### config.mk
export PLATFORM = sky130hd
export DESIGN_NAME = round_controller
export DESIGN_NICKNAME = d
export VERILOG_FILES = /design/src/rtl/round_controller.sv
export SDC_FILE = /design/constraint.sdc
export NUM_CORES = 1
export LEC_CHECK = 0
export ABC_AREA = 0
export BUFFER_PORTS_ARGS = -buffer_cell sky130_fd_sc_hd__buf_4
export CORE_MARGIN = 10
export CORE_UTILIZATION = 40
export DETAILED_ROUTE_END_ITERATION = 12
export PLACE_DENSITY = 0.7
export SYNTH_ARGS = -nofsm -noshare
export SYNTH_HDL_FRONTEND = slang
export SYNTH_SLANG_ARGS = --single-unit
### constraint.sdc
create_clock -name clk -period 4.7 [get_ports clk]
set_clock_uncertainty 0.2 [all_clocks]
set_input_delay 0.47 -clock clk [delete_from_list [all_inputs] [get_ports clk]]
set_output_delay 0.47 -clock clk [all_outputs]
set_load 0.005 [all_outputs]
### src/rtl/round_controller.sv
// Game round sequencer: loads an expression per round, counts down ticks,
// judges the player's answer and keeps score and lives for the generator.
module round_controller #(
    parameter int unsigned ROUND_TIME = 9,
    parameter int unsigned LIVES      = 3,
    parameter int unsigned SCORE_MAX  = 99
) (
    input  logic        clk,
    input  logic        rst,
    input  logic        start,
    input  logic        tick,
    input  logic [11:0] gen_exp,
    input  logic [1:0]  gen_line,
    input  logic        ans_valid,
    input  logic [6:0]  ans,
    output logic [11:0] exp,
    output logic [1:0]  line,
    output logic [6:0]  score,
    output logic [1:0]  lives,
    output logic [3:0]  time_left,
    output logic        playing,
    output logic        game_over,
    output logic        hit,
    output logic        miss
);

    localparam logic [3:0] RT = 4'(ROUND_TIME);
    localparam logic [1:0] LV = 2'(LIVES);
    localparam logic [6:0] SM = 7'(SCORE_MAX);

    typedef enum logic [2:0] {
        S_IDLE,
        S_LOAD,
        S_WAIT,
        S_JUDGE,
        S_OVER
    } state_t;

    state_t      state, state_n;
    logic [11:0] exp_n;
    logic [1:0]  line_n;
    logic [6:0]  score_n;
    logic [1:0]  lives_n;
    logic [3:0]  time_n;
    logic        playing_n, over_n, hit_n, miss_n;
    logic [6:0]  expect_q, expect_n;
    logic        op_ok_q, op_ok_n;

    // Expected answer for an expression; non-arithmetic ops return 0 and are
    // rejected separately through op_ok.
    function automatic logic [6:0] calc_answer(input logic [11:0] e);
        logic [3:0] n1, op, n2;
        logic [6:0] r;
        n1 = e[11:8];
        op = e[7:4];
        n2 = e[3:0];
        r  = '0;
        case (op)
            4'hA: r = {3'b000, n1} + {3'b000, n2};
            4'hB: r = (n1 >= n2) ? {3'b000, n1 - n2} : {3'b000, n2 - n1};
            4'hC: r = 7'({4'b0000, n1} * {4'b0000, n2});
            4'hD: r = (n2 == 4'd0) ? 7'd0 : {3'b000, n1 / n2};
            default: r = '0;
        endcase
        return r;
    endfunction

    always_ff @(posedge clk) begin
        if (rst) begin
            state     <= S_IDLE;
            exp       <= '0;
            line      <= '0;
            score     <= '0;
            lives     <= '0;
            time_left <= '0;
            playing   <= 1'b0;
            game_over <= 1'b0;
            hit       <= 1'b0;
            miss      <= 1'b0;
            expect_q  <= '0;
            op_ok_q   <= 1'b0;
        end else begin
            state     <= state_n;
            exp       <= exp_n;
            line      <= line_n;
            score     <= score_n;
            lives     <= lives_n;
            time_left <= time_n;
            playing   <= playing_n;
            game_over <= over_n;
            hit       <= hit_n;
            miss      <= miss_n;
            expect_q  <= expect_n;
            op_ok_q   <= op_ok_n;
        end
    end

    always_comb begin
        state_n   = state;
        exp_n     = exp;
        line_n    = line;
        score_n   = score;
        lives_n   = lives;
        time_n    = time_left;
        playing_n = playing;
        over_n    = game_over;
        hit_n     = 1'b0;
        miss_n    = 1'b0;
        expect_n  = expect_q;
        op_ok_n   = op_ok_q;

        case (state)
            S_IDLE, S_OVER: begin
                if (start) begin
                    state_n   = S_LOAD;
                    score_n   = '0;
                    lives_n   = LV;
                    playing_n = 1'b1;
                    over_n    = 1'b0;
                end
            end
            S_LOAD: begin
                state_n  = S_WAIT;
                exp_n    = gen_exp;
                line_n   = (gen_line == 2'd3) ? 2'd0 : gen_line;
                time_n   = RT;
                expect_n = calc_answer(gen_exp);
                op_ok_n  = (gen_exp[7:4] >= 4'hA) && (gen_exp[7:4] <= 4'hD);
            end
            S_WAIT: begin
                // An answer arriving with a tick takes priority; the tick is dropped.
                if (ans_valid) begin
                    state_n = S_JUDGE;
                    hit_n   = op_ok_q && (ans == expect_q);
                    miss_n  = !(op_ok_q && (ans == expect_q));
                end else if (tick) begin
                    if (time_left <= 4'd1) begin
                        time_n  = '0;
                        state_n = S_JUDGE;
                        miss_n  = 1'b1;
                    end else begin
                        time_n = time_left - 4'd1;
                    end
                end
            end
            S_JUDGE: begin
                if (hit) begin
                    if (score < SM) begin
                        score_n = score + 7'd1;
                    end
                    state_n = S_LOAD;
                end else if (lives <= 2'd1) begin
                    lives_n   = '0;
                    time_n    = '0;
                    playing_n = 1'b0;
                    over_n    = 1'b1;
                    state_n   = S_OVER;
                end else begin
                    lives_n = lives - 2'd1;
                    state_n = S_LOAD;
                end
            end
            default: state_n = S_IDLE;
        endcase
    end

endmodule
==> metrics.md <==
| Metric | Value |
|---|---|
| Post-synth EDFFs | `0` |
| Max Transition Viols Final | `0` |
| Yosys Warn Count | `0` |
| Status | `completed` |
| R2r worst-path depth | `5` |
| Clk_lat worst skew | `0.30 ns` |
| Internal power | `0.000636 W` |
| Clock share of power | `23.7%` |
| Crit-path leading delay family | `compound AO/OA/AOI/OAI gates` |
| Period utilization | `89.1%` |
| Worst Setup End Kind | `flip-flop` |
| DRC | `0` |
| Critical path fanouts, max | `9` |
| Syn-to-layout area delta | `17.9%` |
| H-tree Lvls | `2` |
| Post-synthesis sequential area ratio | `27.3%` |
| Grt ovf | `0` |
| Avg WL per Cell | `14.6 um` |
| Static leakage | `1.59 nW` |
| Sequential power share | `42.4%` |
| Switching Share | `34.2%` |
| Cell Area, Placed | `0.00354 mm^2` |
| Bufs and invs on worst path | `1` |
| Hpwl dp | `6200 um` |
| Crit-path cells | `buf_4 > nor3_1 > a21oi_1 > a21oi_1 > ha_1 > o21a_1 > o211ai_1 > o21ai_0 > ha_1 > o21ai_0 > nand2b_1 > a21oi_1 > nor2_1 > mux2_2 > ha_1 > a21oi_1 > nor2b_1 > o21ai_0 > a211oi_1` |
| Setup Crit Path Kind | `in2reg` |
| # port buffers | `56` |
| Finished layout cell area | `0.00362 mm^2` |
| CP most frequent cell | `a21oi_1` |
| Max incr delay on CP | `0.38 ns` |
| FF+latch count, synth | `42` |
| Iteration-0 DRC Markers | `109` |
| Initial antenna violation count | `0` |
| Cells after synthesis | `382` |
| CP arrival | `4.16 ns` |
| Sw Pwr | `0.000331 W` |
| Synthesized net count | `452` |
| Max Clk Rate | `0.239 GHz` |
| Global-route wire length before repair | `12900 um` |
| Die width | `108 um` |
| I/O pins | `57` |
| Cell Area, Synth | `0.00308 mm^2` |
| Hold wc startpoint | `gen_exp[6]` |
| Post-DR vias/cell | `5.15` |
| WP depth | `19` |
| RSZ-0062 raised after global routing | `false` |
| Worst EP required | `4.67 ns` |
| CTS tree | `yes` |
| CP endpoint | `expect_q[0]$_SDFFE_PP0P_` |
| Top FF cell, synth | `dfxtp_1` |
| Routed WL | `7750 um` |
| Final Hold Viols | `0` |
| Post-DRT Antenna Nets | `0` |
| Site Rows | `31` |
| Setup violations, final | `0` |
| Core Box Area | `0.00737 mm^2` |
| Pin count of the biggest net entering global routing | `38` |
| Clk sinks | `42` |
| Max Cap Viol | `0` |
| Clk buf depth | `2` |
| Origin of the worst setup path | `gen_exp[1]` |
| Gp weighted congestion | `0.924` |
| Layout cells sized above 1 | `16.7%` |
| Hold-fix buffers, CTS | `0` |
| Total number of vias | `2737` |
| DRT Pass-1 Iters | `4` |
| Num CTS Buffers | `5` |
| Fraction of registers with async set/reset | `0%` |
| Worst Tran Pin Value | `0.926 ns` |
| Reg2reg end | `expect_q[2]$_SDFFE_PP0P_` |
| Comb power frac | `33.9%` |
| Worst R2R Setup Slack | `2.10 ns` |
| Reg-to-reg critical path startpoint | `state[0]$_SDFFE_PP0P_` |
| Worst min-delay path class | `in2reg` |
| Worst vdd ir | `0.000106 V` |
| Clock Pin Slew Worst Setup and Hold Paths | `0.08 ns` |
| Initial Utilization | `41.7%` |
| Pwr dens | `267 mW/mm^2` |
| Crit path launch type | `input port` |
| CTS root buf | `clkbuf_8` |
| Resized Gates After CTS | `0` |
| Yosys cell types | `55` |
| # diodes | `0` |
| Post-CTS Setup Repair Bufs | `0` |
| Worst slew margin | `38.3%` |
| Die ar. | `0.0116 mm^2` |
| GRT Overall Usage | `13.4%` |
| Syn_area_per_cell | `8.05 um^2` |
| Period minus WS final | `4.19 ns` |
| Die Height | `108 um` |
| Fin Setup TNS | `0 ns` |
| Number of global-route vias before repair | `2648` |
| Slowest-stage cell, CP | `mux2_2` |
| Layout Nets | `501` |
==> power by group through the flow <==
stage / clock, W / combinational, W / sequential [W]
after global placement: 0 / 0.000323 / 0.000418
after global routing: 0.000258 / 0.000370 / 0.000415
after detailed placement: 0 / 0.000328 / 0.000418
final: 0.000229 / 0.000327 / 0.000410
after floorplan: 0 / 0.000233 / 0.000410
after CTS: 0.000240 / 0.000331 / 0.000410
==> placed cells by master, fill, tap and decap left out, types with 6 or more instances in the layout <==
master and n:
a21oi_1 46, buf_4 56, dfxtp_1 42, fa_1 7
ha_1 37, inv_1 31, nand2_1 51, nand2b_1 6
nor2_1 29, nor3_1 9, o21ai_0 16, xnor2_1 14
xor2_1 7
==> synthesized netlist by cell type, types with 4 or more instances <==
cell      count  share of area [%]
or2_2         4               0.81
nand2b_1      6                1.2
xor2_1        7                2.0
nand4_1       5                1.0
nor2b_1       5                1.0
nor3_1        9                1.5
nand2_1      51                6.2
inv_1        31                3.8
nand3_1       4               0.65
nor2_1       29                3.5
o21a_1        5                1.2
fa_1          7                4.6
dfxtp_1      42                 27
xnor2_1      14                4.0
a21o_1        4               0.98
o21ai_0      16                2.6
ha_1         37                 15
a21oi_1      46                7.5
clkbuf_1      7               0.85
==> cell families (layout without fill, tap and decap cells) <==
logic type                 after synthesis  after routing  synth area share (%)
and+or+nand+nor                        130            130                  20.4
buffers and inverters                   45             95                  6.43
xor gates and xnor gates                21             21                  5.98
adders and majority gates               44             44                  19.6
muxes                                    4              4                  1.38
AOI/OAI and AO/OA                       96             96                  18.9
DFF                                     42             42                  27.3
==> through the flow <==
stage                     instances  setup slack, ns  power (W)  hold WS, ns  utilization (%)
final                           531            0.514   0.000966        0.228             49.2
after global routing            531           0.0764    0.00104        0.235             49.2
after CTS                       531            0.495   0.000981        0.217             49.2
after detailed placement        523            0.190   0.000746        0.248             48.0
after global placement          523            0.377   0.000740        0.242             48.0
after floorplan                 382            0.775   0.000643        0.237                -
==> how the worst min path moves through the flow <==
stage	end	depth (start not counted)
after floorplan	op_ok_q$_SDFFE_PP0P_	2
after global placement	line[0]$_SDFFE_PP0P_	2
after detailed placement	exp[5]$_SDFFE_PP0P_	2
after CTS	exp[6]$_SDFFE_PP0P_	3
after global routing	exp[6]$_SDFFE_PP0P_	3
final	exp[6]$_SDFFE_PP0P_	3
==> tightest hold or removal path: stages <==
cell and delay [ns]:
buf_4 0.12, nand2_1 0.05, a21oi_1 0.05
==> registers in the layout, indices dropped and copies added (netlist names), 2 cells and up <==
signal,cells
exp,12
time_left,4
line,2
score,7
expect_q,7
state,3
lives,2
==> cell type report <==
cell class / count / area [um^2]
multi-input combinational: 295 / 2040
sequential: 42 / 841
clock inverter: 2 / 13.8
clock buffer: 6 / 72.6
tap: 99 / 124
inverter: 31 / 116
timing repair buffer: 56 / 420
fill: 756 / 3740
==> per-layer routing <==
| metal | part of all wire (%) | global-route usage (%) | up-vias |
|---|---|---|---|
| met5 | 0 | 0 | - |
| met4 | 1.1 | 3.44 | 0 |
| met3 | 6.0 | 3.53 | 8 |
| met2 | 48 | 21.8 | 63 |
| met1 | 45 | 17.0 | 1257 |
| li1 | - | - | 1409 |
(Power assumes the default switching activity.)
